### src/rtl/run_zero_detector_if.sv
// Serial-line bundle for the run-of-ones zero detector.
// master drives the sample stream, slave is the detector.
interface run_zero_detector_if #(
  parameter int CNT_W = 4,
  parameter int EVT_W = 8
);
  logic             en;
  logic             x_in;
  logic             clr_evt;
  logic             y_out;
  logic [CNT_W-1:0] run_len;
  logic [CNT_W-1:0] cur_run;
  logic             sat;
  logic [EVT_W-1:0] evt_cnt;

  modport master (
    output en, x_in, clr_evt,
    input  y_out, run_len, cur_run, sat, evt_cnt
  );

  modport slave (
    input  en, x_in, clr_evt,
    output y_out, run_len, cur_run, sat, evt_cnt
  );
endinterface

### src/rtl/run_zero_detector.sv
// Flags a 0 that ends a run of >= MIN_RUN ones, reports the
// run length and counts detections. Mealy or registered outputs.
module run_zero_detector #(
  parameter int CNT_W      = 4,
  parameter int MIN_RUN    = 1,
  parameter int REGISTERED = 0,
  parameter int EVT_W      = 8
) (
  input logic               clock,
  input logic               reset,
  run_zero_detector_if.slave bus
);

  if (CNT_W < 2 || CNT_W > 16) begin : g_bad_cnt_w
    $error("run_zero_detector: CNT_W out of range");
  end
  if (MIN_RUN < 1 || MIN_RUN > (2**CNT_W) - 1) begin : g_bad_min
    $error("run_zero_detector: MIN_RUN out of range");
  end

  typedef enum logic [1:0] {
    IDLE,
    RUN,
    SAT
  } state_t;

  localparam logic [CNT_W-1:0] MAX  = '1;
  localparam logic [CNT_W-1:0] MINV = CNT_W'(MIN_RUN);
  localparam logic [CNT_W-1:0] ONE  = CNT_W'(1);

  state_t           state;
  logic [CNT_W-1:0] cur_run;
  logic [CNT_W-1:0] nxt_run;
  logic [EVT_W-1:0] evt_cnt;
  logic             det;
  logic [CNT_W-1:0] det_len;

  assign nxt_run = cur_run + ONE;
  assign det     = bus.en & ~bus.x_in & (cur_run >= MINV);
  assign det_len = det ? cur_run : '0;

  // Run-length FSM with saturating count and the event counter
  always_ff @(posedge clock or negedge reset) begin
    if (!reset) begin
      state   <= IDLE;
      cur_run <= '0;
      evt_cnt <= '0;
    end else begin
      if (bus.en) begin
        if (!bus.x_in) begin
          state   <= IDLE;
          cur_run <= '0;
        end else begin
          unique case (1'b1)
            (state == IDLE): begin
              cur_run <= ONE;
              state   <= (ONE == MAX) ? SAT : RUN;
            end
            (state == RUN): begin
              cur_run <= nxt_run;
              state   <= (nxt_run == MAX) ? SAT : RUN;
            end
            (state == SAT): begin
              cur_run <= MAX;
              state   <= SAT;
            end
            default: begin
              cur_run <= '0;
              state   <= IDLE;
            end
          endcase
        end
      end
      if (bus.clr_evt) begin
        evt_cnt <= '0;
      end else if (det) begin
        evt_cnt <= evt_cnt + EVT_W'(1);
      end
    end
  end

  if (REGISTERED != 0) begin : g_reg
    logic             y_r;
    logic [CNT_W-1:0] len_r;

    // Detection pulse delayed one edge so x_in glitches never reach y_out
    always_ff @(posedge clock or negedge reset) begin
      if (!reset) begin
        y_r   <= 1'b0;
        len_r <= '0;
      end else begin
        y_r   <= det;
        len_r <= det_len;
      end
    end

    assign bus.y_out   = y_r;
    assign bus.run_len = len_r;
  end else begin : g_mealy
    assign bus.y_out   = det;
    assign bus.run_len = det_len;
  end

  assign bus.cur_run = cur_run;
  assign bus.sat     = (cur_run == MAX);
  assign bus.evt_cnt = evt_cnt;

endmodule

### src/flat_wrapper.sv
// flat-port wrapper written by rule: the top's interface ports become plain ports
module run_zero_detector_flat 
#(
  parameter int CNT_W      = 4,
  parameter int MIN_RUN    = 1,
  parameter int REGISTERED = 0,
  parameter int EVT_W      = 8
)
  (clock, reset, bus_en, bus_x_in, bus_clr_evt, bus_y_out, bus_run_len, bus_cur_run, bus_sat, bus_evt_cnt);
  run_zero_detector_if #(.CNT_W(CNT_W), .EVT_W(EVT_W)) bus_i ();
  input logic clock;
  input logic reset;
  input wire logic [$bits(bus_i.en)-1:0] bus_en;
  input wire logic [$bits(bus_i.x_in)-1:0] bus_x_in;
  input wire logic [$bits(bus_i.clr_evt)-1:0] bus_clr_evt;
  output wire logic [$bits(bus_i.y_out)-1:0] bus_y_out;
  output wire logic [$bits(bus_i.run_len)-1:0] bus_run_len;
  output wire logic [$bits(bus_i.cur_run)-1:0] bus_cur_run;
  output wire logic [$bits(bus_i.sat)-1:0] bus_sat;
  output wire logic [$bits(bus_i.evt_cnt)-1:0] bus_evt_cnt;
  assign bus_i.en = bus_en;
  assign bus_i.x_in = bus_x_in;
  assign bus_i.clr_evt = bus_clr_evt;
  assign bus_y_out = bus_i.y_out;
  assign bus_run_len = bus_i.run_len;
  assign bus_cur_run = bus_i.cur_run;
  assign bus_sat = bus_i.sat;
  assign bus_evt_cnt = bus_i.evt_cnt;
  run_zero_detector #(.CNT_W(CNT_W), .MIN_RUN(MIN_RUN), .REGISTERED(REGISTERED), .EVT_W(EVT_W)) u_core (.clock(clock), .reset(reset), .bus(bus_i));
endmodule
### config.mk
export PLATFORM = sky130hd
export DESIGN_NAME = run_zero_detector_flat
export DESIGN_NICKNAME = d
export VERILOG_FILES = /design/src/rtl/run_zero_detector_if.sv /design/src/rtl/run_zero_detector.sv /design/src/flat_wrapper.sv
export SDC_FILE = /design/constraint.sdc
export NUM_CORES = 1
export LEC_CHECK = 0
export CAP_MARGIN = 20
export CORE_UTILIZATION = 45
export DETAILED_ROUTE_END_ITERATION = 16
export MAX_ROUTING_LAYER = met4
export PLACE_DENSITY = 0.77
export SETUP_SLACK_MARGIN = 0.2
export SLEW_MARGIN = 20
export SYNTH_ARGS = -nofsm -noshare
export SYNTH_HDL_FRONTEND = slang
export SYNTH_SLANG_ARGS = --single-unit
export TNS_END_PERCENT = 1
### constraint.sdc
create_clock -name clock -period 5.7 [get_ports clock]
set_input_delay 1.14 -clock clock [delete_from_list [all_inputs] [get_ports clock]]
set_output_delay 1.14 -clock clock [all_outputs]
set_load 0.02 [all_outputs]
==> impl_metrics.toml <==
[logic_synthesis]
yosys_warnings = 0
syn_nets = 106
synth-edff-count = 0
yosysUniqueCellTypes = 28
synth_area_um2 = 871
async_reset_ff_frac = 1.00
yosysSeqAreaShare = 0.402
avgSynthCellArea_um2 = 9.07
synth_flop_cell = "dfrtp_1"
yosys_register_bits = 14
synth_cells = 96

[layout]
final_common_cell = "clkdlybuf4s50_1"
post-route-util = 0.640
nFillCells = 166
drive_gt1_frac = 0.0840
antenna_cells = 0
fin_area_um2 = 1130
multiInputGateArea_um2 = 472
seq_area_um2 = 350
syn2layout_area_growth_pct = 29.6
layout_common_cells = "22 x clkdlybuf4s50_1, 14 x dfrtp_1, 12 x nor2_1, 8 x o21ai_0"
finalNonFillerCells = 144
nets = 130

[floorplanning]
fp.dieH_um = 46.0
core_area_um2 = 1760
rows = 15
fp.dieArea_um2 = 2120
die_x_um = 46.0
start_util = 0.494
io_pins = 23

[pwr]
power_density_nw_per_um2 = 193
power.internal_mw = 0.157
p_sw_mw = 0.0602
power.leakage_nw = 0.465
clockPowerShare = 0.328
irDropWorstVdd_mv = 0.252
power_frac_comb = 0.177
p_sw_frac = 0.277
seqPwrFrac = 0.495

[grt]
gr-usage-met2 = 0.259
use_met3 = 0.0675
grtUsageMet1 = 0.293
track_usage = 0.203
grt_pass1_vias = 646
antenna_found_initial = 0
overflow = 0
grt_pass1_wl_mm = 2.94
grt.busiest_layer = "met1"
grt_max_degree = 15

[drt]
wl_per_cell_um = 12.8
post-route-drc-count = 0
via_count = 765
drtIter0Drc = 20
firstDrtPassIters = 4
ant_nets = 0
wirelength_mm = 1.85
avgViaCountPerCell = 5.31

[clock_network]
worstSkewPairLatency_ps = 280
clk_pin_slew_ps = 80
cts_setup_buffers = 0
cts_sinks = 14
cts_tree = "done"
cts_root_buffer = "clkbuf_4"
htreeDepth = 1
clk_path_buf_depth = 2
cts_buffers = 3
ctsHoldBuffers = 0
cts_resized = 0

[min_path]
hp-start = "u_core.bus.evt_cnt[6]"
hold_end = "u_core.bus.evt_cnt[6]"
worstHoldPathType = "reg -> reg"
min_path_cells = 2

[worst_setup_path]
crit_arrival_ps = 2850
crit_path_start_kind = "input port"
cp_max_fo = 10
critPathKind = "in -> out"
required_ps = 4560
timing.rr.end = "u_core.bus.evt_cnt[7]"
r2r_start = "u_core.bus.cur_run[1]"
reg2regPathDepth = 6
reg2reg_setup_slack_ps = 3470
crit_path_end_kind = "output pin"

[placed_design]
post-dp-hpwl_mm = 1.39
post-place-ws_ps = 1720
globalplace.congestion = 0.939
io_buffers = 22
dpl.cell_count = 140
dpl-instance-area_um2 = 1090

[timing]
fin_crit_sh = 0.699
skew_ps = 1.86
rsz0062_at_grt = "false"
slew_viol_final = 0
relSlewSlack = 0.496
worstMarginPinSlew_ps = 754
fin_crit_ps = 3990
worst_slack_ps = 1710
max_freq_mhz = 251
setup_violations = 0
hold_viol = 0
setup_tns_ps = 0

[status]
status = "finished, final reports clean"

[job]
maxCapViolCount = 0
-- how the worst max path moves through the flow --
stage            from              to  slack [ps]
3_5_place_dp   bus_en       bus_y_out        1720
3_3_place_gp   bus_en       bus_y_out        1770
5_1_grt        bus_en       bus_y_out        1630
4_1_cts        bus_en       bus_y_out        1720
6_report       bus_en       bus_y_out        1710
2_1_floorplan  bus_en  bus_run_len[0]        2650
-- logic make-up (layout without fill, tap and decap cells) --
logic type | after synthesis | count (layout) | synth area share
compound gates | 18 | 18 | 0.115
flops | 14 | 14 | 0.402
mux | 1 | 1 | 0.0129
fa+ha+maj | 5 | 5 | 0.0718
simple gates | 45 | 45 | 0.292
buf+inv | 8 | 31 | 0.0560
xor+xnor | 5 | 5 | 0.0503
-- critical path, stage by stage --
cell             delay (ps)
clkdlybuf4s50_1         690
nand2b_4                140
nor2_1                  230
clkdlybuf4s50_1         650
-- per-stage QoR --
stage / power (mW) / hold WS, ps
CTS: 0.219 / 594
finish: 0.217 / 588
global placement: 0.147 / 561
detailed placement: 0.148 / 581
floorplan: 0.133 / 537
global route: 0.230 / 619
-- final cells by class --
class | count | share of cell area
clock buffer | 4 | 0.0322
inverter | 5 | 0.0166
sequential | 14 | 0.310
multi-input combinational | 74 | 0.418
tap | 25 | 0.0277
timing repair buffer | 22 | 0.195
-- layer usage --
metal	part of all wire	vias up	wire (µm)
met3	0.034	2	63
met4	0.0054	0	10
met2	0.43	14	804
met1	0.53	365	971
li1	-	384	-
met5	0	-	0
-- sequential cells by signal, summed over array words and instances, names as in the netlist --
signal and cells:
u_core.bus.cur_run 4, u_core.bus.evt_cnt 8, u_core.state 2
-- power groups by stage --
stage | combinational (mW) | clock [mW] | sequential [mW]
floorplan | 0.0216 | 0 | 0.111
global placement | 0.0376 | 0 | 0.109
detailed placement | 0.0383 | 0 | 0.110
CTS | 0.0385 | 0.0734 | 0.108
global route | 0.0422 | 0.0794 | 0.108
finish | 0.0385 | 0.0712 | 0.108
-- synthesized netlist by cell type (2+ instances only) --
cell,n,area (µm²)
xnor2_1,5,43.8
nand2_1,6,22.5
dfrtp_1,14,350
and3_2,2,15.0
o22ai_1,2,12.5
o21ai_0,8,40.0
and3_1,2,12.5
nor3_1,4,20.0
inv_1,5,18.8
nand3_1,6,30.0
nor2b_1,4,25.0
buf_6,2,22.5
a21oi_1,6,30.0
ha_1,5,62.6
nor2_1,12,45.0
(Power assumes the default switching activity.)
